`src/rtl/if_fetch_stage.sv`:
```
// Instruction fetch stage: owns the PC, fetches from a combinational ROM, predicts
// control flow with a direct-mapped history-bit table, and freezes on the halt word.
module if_fetch_stage #(
    parameter logic [15:0] RESET_PC    = 16'h0000,
    parameter int unsigned BHT_ENTRIES = 8,
    parameter logic [15:0] HALT_WORD   = 16'hFFFF
) (
    input  logic        clk,
    input  logic        rst_n,
    input  logic        stall,
    input  logic        redirect_valid,
    input  logic [15:0] redirect_pc,
    input  logic        upd_valid,
    input  logic [15:0] upd_pc,
    input  logic [15:0] upd_target,
    input  logic        upd_taken,
    output logic [15:0] imem_addr,
    input  logic [15:0] imem_data,
    output logic        ifid_valid,
    output logic [15:0] ifid_instr,
    output logic [15:0] ifid_pc,
    output logic [15:0] ifid_pc_inc,
    output logic        ifid_pred_taken,
    output logic [15:0] ifid_pred_target,
    output logic        halted
);
    localparam int unsigned IDX_W = $clog2(BHT_ENTRIES);

    typedef enum logic {S_RUN = 1'b0, S_HALT = 1'b1} state_e;

    state_e      state_q, state_d;
    logic        halted_q, halted_d;
    logic [15:0] pc_q, pc_d;
    logic        ifid_valid_q, ifid_valid_d;
    logic [15:0] ifid_instr_q, ifid_instr_d;
    logic [15:0] ifid_pc_q, ifid_pc_d;
    logic [15:0] ifid_pc_inc_q, ifid_pc_inc_d;
    logic        ifid_pt_q, ifid_pt_d;
    logic [15:0] ifid_ptgt_q, ifid_ptgt_d;

    logic [BHT_ENTRIES-1:0] bht_vld_q, bht_vld_d;
    logic [BHT_ENTRIES-1:0] bht_hbit_q, bht_hbit_d;
    logic [15:0]            bht_tag_q [BHT_ENTRIES];
    logic [15:0]            bht_tag_d [BHT_ENTRIES];
    logic [15:0]            bht_tgt_q [BHT_ENTRIES];
    logic [15:0]            bht_tgt_d [BHT_ENTRIES];

    logic [IDX_W-1:0] lk_idx, upd_idx;
    logic             lk_hit, pred_taken;
    logic [15:0]      pred_target, pc_inc;

    assign pc_inc  = pc_q + 16'd1;
    assign upd_idx = upd_pc[IDX_W-1:0];

    // Lookup reads registered contents only, so a same-cycle update is not visible.
    always_comb begin
        lk_idx      = pc_q[IDX_W-1:0];
        lk_hit      = bht_vld_q[lk_idx] && (bht_tag_q[lk_idx] == pc_q);
        pred_taken  = lk_hit && bht_hbit_q[lk_idx];
        pred_target = pred_taken ? bht_tgt_q[lk_idx] : 16'h0000;
    end

    always_comb begin
        bht_vld_d  = bht_vld_q;
        bht_hbit_d = bht_hbit_q;
        bht_tag_d  = bht_tag_q;
        bht_tgt_d  = bht_tgt_q;
        if (upd_valid) begin
            bht_vld_d[upd_idx]  = 1'b1;
            bht_hbit_d[upd_idx] = upd_taken;
            bht_tag_d[upd_idx]  = upd_pc;
            bht_tgt_d[upd_idx]  = upd_target;
        end
    end

    always_comb begin
        state_d       = state_q;
        halted_d      = halted_q;
        pc_d          = pc_q;
        ifid_valid_d  = ifid_valid_q;
        ifid_instr_d  = ifid_instr_q;
        ifid_pc_d     = ifid_pc_q;
        ifid_pc_inc_d = ifid_pc_inc_q;
        ifid_pt_d     = ifid_pt_q;
        ifid_ptgt_d   = ifid_ptgt_q;
        if (redirect_valid) begin
            pc_d          = redirect_pc;
            state_d       = S_RUN;
            halted_d      = 1'b0;
            ifid_valid_d  = 1'b0;
            ifid_instr_d  = 16'h0000;
            ifid_pc_d     = 16'h0000;
            ifid_pc_inc_d = 16'h0000;
            ifid_pt_d     = 1'b0;
            ifid_ptgt_d   = 16'h0000;
        end else if (stall) begin
            // hold everything
        end else if (state_q == S_HALT) begin
            ifid_valid_d = 1'b0;
        end else begin
            ifid_valid_d  = 1'b1;
            ifid_instr_d  = imem_data;
            ifid_pc_d     = pc_q;
            ifid_pc_inc_d = pc_inc;
            if (imem_data == HALT_WORD) begin
                // Halt wins over any prediction; pc parks on the halt address.
                ifid_pt_d   = 1'b0;
                ifid_ptgt_d = 16'h0000;
                state_d     = S_HALT;
                halted_d    = 1'b1;
            end else begin
                ifid_pt_d   = pred_taken;
                ifid_ptgt_d = pred_target;
                pc_d        = pred_taken ? pred_target : pc_inc;
            end
        end
    end

    always_ff @(posedge clk or negedge rst_n) begin
        if (!rst_n) begin
            state_q       <= S_RUN;
            halted_q      <= 1'b0;
            pc_q          <= RESET_PC;
            ifid_valid_q  <= 1'b0;
            ifid_instr_q  <= 16'h0000;
            ifid_pc_q     <= 16'h0000;
            ifid_pc_inc_q <= 16'h0000;
            ifid_pt_q     <= 1'b0;
            ifid_ptgt_q   <= 16'h0000;
            bht_vld_q     <= '0;
            bht_hbit_q    <= '0;
            for (int i = 0; i < int'(BHT_ENTRIES); i++) begin
                bht_tag_q[i] <= 16'h0000;
                bht_tgt_q[i] <= 16'h0000;
            end
        end else begin
            state_q       <= state_d;
            halted_q      <= halted_d;
            pc_q          <= pc_d;
            ifid_valid_q  <= ifid_valid_d;
            ifid_instr_q  <= ifid_instr_d;
            ifid_pc_q     <= ifid_pc_d;
            ifid_pc_inc_q <= ifid_pc_inc_d;
            ifid_pt_q     <= ifid_pt_d;
            ifid_ptgt_q   <= ifid_ptgt_d;
            bht_vld_q     <= bht_vld_d;
            bht_hbit_q    <= bht_hbit_d;
            bht_tag_q     <= bht_tag_d;
            bht_tgt_q     <= bht_tgt_d;
        end
    end

    assign imem_addr        = pc_q;
    assign ifid_valid       = ifid_valid_q;
    assign ifid_instr       = ifid_instr_q;
    assign ifid_pc          = ifid_pc_q;
    assign ifid_pc_inc      = ifid_pc_inc_q;
    assign ifid_pred_taken  = ifid_pt_q;
    assign ifid_pred_target = ifid_ptgt_q;
    assign halted           = halted_q;

endmodule

```
`config.mk`:
```
export PLATFORM = sky130hd
export DESIGN_NAME = if_fetch_stage
export DESIGN_NICKNAME = d
export VERILOG_FILES = /design/src/rtl/if_fetch_stage.sv
export SDC_FILE = /design/constraint.sdc
export NUM_CORES = 1
export LEC_CHECK = 0
export CAP_MARGIN = 5
export CORE_MARGIN = 8
export CORE_UTILIZATION = 55
export CTS_BUF_LIST = sky130_fd_sc_hd__clkbuf_16
export DETAILED_ROUTE_END_ITERATION = 10
export GPL_TIMING_DRIVEN = 0
export PLACE_DENSITY = 0.74
export SYNTH_ARGS = -nofsm -noshare
export SYNTH_HDL_FRONTEND = slang
export SYNTH_SLANG_ARGS = --single-unit
```
`constraint.sdc`:
```
create_clock -name clk -period 3.9 [get_ports clk]
set_input_delay 0.78 -clock clk [delete_from_list [all_inputs] [get_ports clk]]
set_output_delay 0.78 -clock clk [all_outputs]
set_load 0.05 [all_outputs]
```
== Yosys cells after proc, flatten, opt, wreduce, memory -nomap -nowiden ==
Index checks and enable logic that the tools add are counted.

* Bits in registers: 356
* Bits of input ports: 70
* Output and inout port bits: 83
* Word-level logic and storage cells: 101

* Add/subtract/negate cells: 1
* $lt $le $gt $ge: 6
* Equality and inequality tests: 5
* Muxes and demuxes: 51
* Bitwise logic cells: 3
* Reductions and logical operators: 8

{| class="wikitable"
|+ Operators with widths
! cell !! count
|-
| 16-bit two-way mux || 24
|-
| 128-bit bitwise mux || 2
|-
| 16-bit binary-select mux with 3-bit select || 2
|-
| 16-bit demux with 3-bit select || 1
|-
| 1-bit two-way mux || 18
|-
| 16-bit by 1-bit adder with 16-bit output (second input constant) || 1
|-
| 16-bit equality test || 1
|-
| 16-bit equality test (second input constant) || 1
|-
| 8-bit bitwise mux || 1
|-
| 4-bit greater-or-equal comparator (second input constant) || 2
|-
| 3-bit by 4-bit less-than comparator with 1-bit output (second input constant) || 2
|-
| 3-bit inverter with 4-bit output || 2
|-
| 8-bit bitwise OR || 1
|-
| 1-bit binary-select mux with 3-bit select || 2
|-
| 3-bit AND reduction || 2
|-
| 1-bit logical AND || 4
|-
| 4-bit by 1-bit less-than comparator with 1-bit output (second input constant) || 1
|-
| 2-bit inequality test (second input constant) || 2
|-
| 1-bit demux with 3-bit select || 1
|-
| 3-bit by 1-bit greater-or-equal comparator with 1-bit output (second input constant) || 1
|-
| 2-bit by 1-bit inequality test with 1-bit output (second input constant) || 1
|-
| 2-bit AND reduction || 1
|-
| 2-bit nonzero test || 1
|}

== Logic depth before layout (Yosys ltp) ==
* Depth in word-level cells: 13
* Depth in mapped cells: 13
* Depth with buffers taken out: 8

== Least setup slack after synthesis ==
Ideal clock, no wire load.

* Path type: register to register
* From: register pc_q[1] (netlist: imem_addr[1])
* To: register pc_q[7] (netlist: imem_addr[7])
* Library setup time: 76 ps
* Data arrival time: 3205 ps
* Required time: 3824 ps
* Setup slack: 618 ps
* Cell stages (with the launch flop): 12
* Buffers on the path: 4
* Period minus slack after synthesis: 3282 ps
* Cell sequence: dfrtp_1 > buf_2 > buf_1 > mux4_2 > mux2i_1 > xor2_1 > nand4_1 > or4_4 > buf_6 > buf_8 > mux2_4 > o21ai_1

* Longest elaborated chain between the ends: 13
* Elaborated cells on any way between the ends: 21
* Classes of those cells: 1 x add/sub; 1 x eq/ne; 16 x mux; 1 x bitwise; 2 x reduce/logical

{| class="wikitable"
|+ RTL lines
! what !! line !! text
|-
| start: declaration || 33 || <nowiki>logic [15:0] pc_q, pc_d;</nowiki>
|-
| start signal: assignment || 139 || <nowiki>pc_q <= pc_d;</nowiki>
|-
| 3-bit inverter with 4-bit output (not written as such) || 58, 60 ||
|-
| 16-bit binary-select mux with 3-bit select || 58 || <nowiki>lk_hit = bht_vld_q[lk_idx] && (bht_tag_q[lk_idx] == pc_q);</nowiki>
|-
| 16-bit two-way mux (not written as such) (2 in a row) || 58 ||
|-
| 16-bit equality test || 58 ||
|-
| 1-bit logical AND || 58 ||
|-
| 1-bit logical AND || 59 || <nowiki>pred_taken = lk_hit && bht_hbit_q[lk_idx];</nowiki>
|-
| 16-bit two-way mux || 60 || <nowiki>pred_target = pred_taken ? bht_tgt_q[lk_idx] : 16'h0000;</nowiki>
|-
| 16-bit two-way mux (*) || 114 || <nowiki>pc_d = pred_taken ? pred_target : pc_inc;</nowiki>
|-
| 16-bit two-way mux (*) || 105 || <nowiki>if (imem_data == HALT_WORD) begin</nowiki>
|-
| 16-bit two-way mux (*) || 98 || <nowiki>end else if (state_q == S_HALT) begin</nowiki>
|-
| 16-bit two-way mux (*) || 96 || <nowiki>end else if (stall) begin</nowiki>
|-
| 16-bit two-way mux (*) || 86 || <nowiki>if (redirect_valid) begin</nowiki>
|}

Mark *: on every way between the ends. The rest lies on a longest branch, timed or not. The select of a mux whose other input is x is not followed.
A chain may end at the register's enable or synchronous reset.

== Final worst setup path ==
* From: register pc_q[2] (netlist: imem_addr[2])
* To: register pc_q[0] (netlist: imem_addr[0])

The elaborated chain is that of the path after synthesis.

==> run_results.csv <==
group,metric,value,unit
sta,rsz0062_at_grt,"false",
floorplan,rows,62,
detailed_routing,drtIter0Drc,770,
layout,area_delta_synth_final,20.5,%
clock_network,clock_latency,0.52,ns
yosys,synth_flop_cell,"dfrtp_1",
detailed_routing,drc,0,
sta,setup_viol,0,
detailed_routing,routed_wirelength,40800,um
clock_network,clock-sinks,356,
sta,finalCritPeriodShare,0.934,
floorplan,fp.coreArea,28500,um^2
flow_run,drv_cap,0,
yosys,syn-mean-instance-area,13.5,um^2
sta,skew,0.0165,ns
detailed_routing,ant_nets,0,
layout,n_fill_cell,2149,
run_status,status,"finished, final reports clean",
yosys,synth-seq-cells,356,
sta,max_freq,275,MHz
setup_path,critical_path.cell_chain,"buf_2 -> buf_1 -> mux2i_1 -> xor2_1 -> nand3_1 -> nor4_1 -> a2111oi_0 -> a221o_1",
yosys,synthCells,1175,
yosys,synth-warning-count,0,
power_and_ir_drop,p_sw_frac,0.285,
setup_path,crit_buf_inv,2,
layout,layout_common_cells,"dfrtp_1 (356), mux2_2 (251), clkdlybuf4s50_1 (146)",
power_and_ir_drop,clockPowerShare,0.332,
global_route,grt_max_degree,127,
setup_path,path_max_fanout,10,
detailed_routing,firstDrtPassIters,5,
sta,slew_violations,0,
sta,whs,0.113,ns
layout,postLayoutCellArea,19100,um^2
global_route,grt_pass1_vias,10967,
layout,fin_nets,1436,
clock_network,holdBufCountCts,0,
setup_path,rr_endpoint,"imem_addr[0]$_DFFE_PN0P_",
setup_path,timing.rr.start,"imem_addr[2]$_DFFE_PN0P_",
setup_path,max_stage_delay,0.70,ns
layout,final-seq-area,8910,um^2
clock_network,clockBufferDepth,3,
power_and_ir_drop,cellLeakagePower,8.13,nW
setup_path,cp_slowest_cell,"buf_1",
power_and_ir_drop,p_sw,2.98,mW
setup_path,r2r_cells,8,
power_and_ir_drop,power.internal,7.48,mW
yosys,mappedNetlistArea,15800,um^2
power_and_ir_drop,p_per_area,548,nW/um^2
clock_network,postCtsSetupBuffers,0,
clock_network,cts-root-buf,"clkbuf_16",
min_path,hp-class,"input port to asynchronous set/reset pin",
setup_path,critPathLaunchType,"flop",
floorplan,start_util,0.555,
placement,hpwl,28000,um
setup_path,reg2reg_slack,0.26,ns
setup_path,critPathTopFamily,"buffers and inverters",
power_and_ir_drop,combPwrFrac,0.225,
layout,final_common_cell,"dfrtp_1",
setup_path,cp_data_required_time,4.30,ns
sta,tightestPinTransition,1.18,ns
layout,post-route-util,0.668,
yosys,seq_area_frac_synth,0.562,
floorplan,die_w,186,um
detailed_routing,wire_per_inst,22.9,um
layout,diodes,0,
clock_network,cts_made_buffers,39,
yosys,synth-edff-count,0,
yosys,ys_async_sr_fraction,1.00,
clock_network,cts_tree,"done",
setup_path,crit_path_end_kind,"flop",
layout,drive_gt1_frac,0.273,
global_route,grt_pass1_wl,63700,um
yosys,yosysUniqueCellTypes,53,
placement,port_buffers,147,
detailed_routing,viasPerCell,5.89,
global_route,grt_antenna_before_repair,3,
detailed_routing,vias,10471,
layout,fin_cells,1779,
global_route,grtUsageTotal,0.240,
sta,hold_viol_final,0,
setup_path,setup.worst_path.class,"flop to flop",
clock_network,path_clk_slew,0.06,ns
floorplan,io_pins,153,
layout,multi_input_area,6530,um^2
placement,dp_cells,1709,
placement,pre_cts_ws,-0.204,ns
clock_network,ctsHtreeMaxLevel,2,
floorplan,dieArea,34500,um^2
yosys,syn-num-nets,1246,
power_and_ir_drop,irDropWorstVdd,0.301,mV
sta,setup_ws,0.258,ns
sta,period_needed,3.64,ns
power_and_ir_drop,p_seq_frac,0.443,
global_route,overflow,0,
placement,placed_area,17900,um^2
setup_path,cp.arrival,4.04,ns
placement,gp_congestion,0.888,
sta,max_slew_margin,0.204,
floorplan,die_y,186,um
-- sequential cells by signal, summed over array words and instances (netlist names) --
signal and count:
bht_tag_q 128, bht_tgt_q 128, ifid_instr 16, ifid_pc 16, ifid_pc_inc 16, ifid_pred_target 16
imem_addr 16, bht_hbit_q 8, bht_vld_q 8, halted 1, ifid_pred_taken 1, ifid_valid 1
state_q 1
-- worst max path at each step --
stage	from	to	slack, ns	cells past startpoint
6_report	imem_addr[2]$_DFFE_PN0P_	imem_addr[0]$_DFFE_PN0P_	0.26	8
5_1_grt	imem_addr[2]$_DFFE_PN0P_	imem_addr[0]$_DFFE_PN0P_	0.04	8
4_1_cts	imem_addr[0]$_DFFE_PN0P_	imem_addr[1]$_DFFE_PN0P_	0.15	9
3_5_place_dp	imem_addr[1]$_DFFE_PN0P_	imem_addr[7]$_DFFE_PN0P_	-0.20	11
3_3_place_gp	rst_n	bht_tgt_q[72]$_DFFE_PN0P_	-13.30	1
2_1_floorplan	imem_addr[1]$_DFFE_PN0P_	imem_addr[7]$_DFFE_PN0P_	0.62	11
-- cells in the mapped netlist, drive strengths merged (6+ instances only) --
master | n | area share
dfrtp | 356 | 0.56
mux2 | 253 | 0.18
nand2 | 99 | 0.023
clkbuf | 56 | 0.013
mux2i | 50 | 0.032
mux4 | 45 | 0.064
a21oi | 40 | 0.013
nor2 | 36 | 0.0087
o21ai | 31 | 0.010
buf | 25 | 0.011
a22o | 17 | 0.0094
a22oi | 16 | 0.0076
nand4 | 16 | 0.0063
xor2 | 16 | 0.0088
nand2b | 15 | 0.0059
nor2b | 14 | 0.0055
nor3 | 12 | 0.0038
or2 | 10 | 0.0039
a211oi | 7 | 0.0033
nand3 | 7 | 0.0022
inv | 6 | 0.0014
-- metal layers --
layer,track usage,part of all wire,vias up
li1,-,-,4641
met1,0.330,0.43,5411
met2,0.385,0.47,338
met3,0.0470,0.067,75
met4,0.0708,0.027,6
met5,0,0.00088,-
-- power groups by stage --
stage / clock (mW) / sequential, mW / combinational, mW
CTS: 3.52 / 4.63 / 2.37
global placement: 0 / 4.67 / 2.30
finish: 3.47 / 4.63 / 2.36
global route: 3.69 / 4.71 / 2.52
floorplan: 0 / 4.79 / 1.43
detailed placement: 0 / 4.69 / 2.36
-- cell type report --
cell class	count	share of cell area
buffer	79	0.0195
clock buffer	41	0.0538
clock inverter	30	0.00918
inverter	6	0.00118
multi-input combinational	732	0.342
sequential	356	0.467
tap	384	0.0252
timing repair buffer	151	0.0821
-- logic make-up after synthesis --
kind of cell,count (synthesis),synth area share
compound gates,127,0.0511
xor+xnor,21,0.0116
fa+ha+maj,1,0.000790
buf+inv,87,0.0254
flops,356,0.562
mux,348,0.276
simple gates,235,0.0725
-- through the flow --
stage	power (mW)	setup TNS, ns
after floorplan	6.22	0
after global placement	6.97	-4719.45
after detailed placement	7.05	-2.50
after CTS	10.5	0
after global routing	10.9	0
final	10.5	0
-- repair_timing --
| action | CTS | global route |
|---|---|---|
| gates cloned | 0 | 0 |
| gates resized for setup | 1 | 0 |
| endpoints found under the setup margin | 30 | 1 |
No activity file was read; power rests on OpenSTA's default activity.
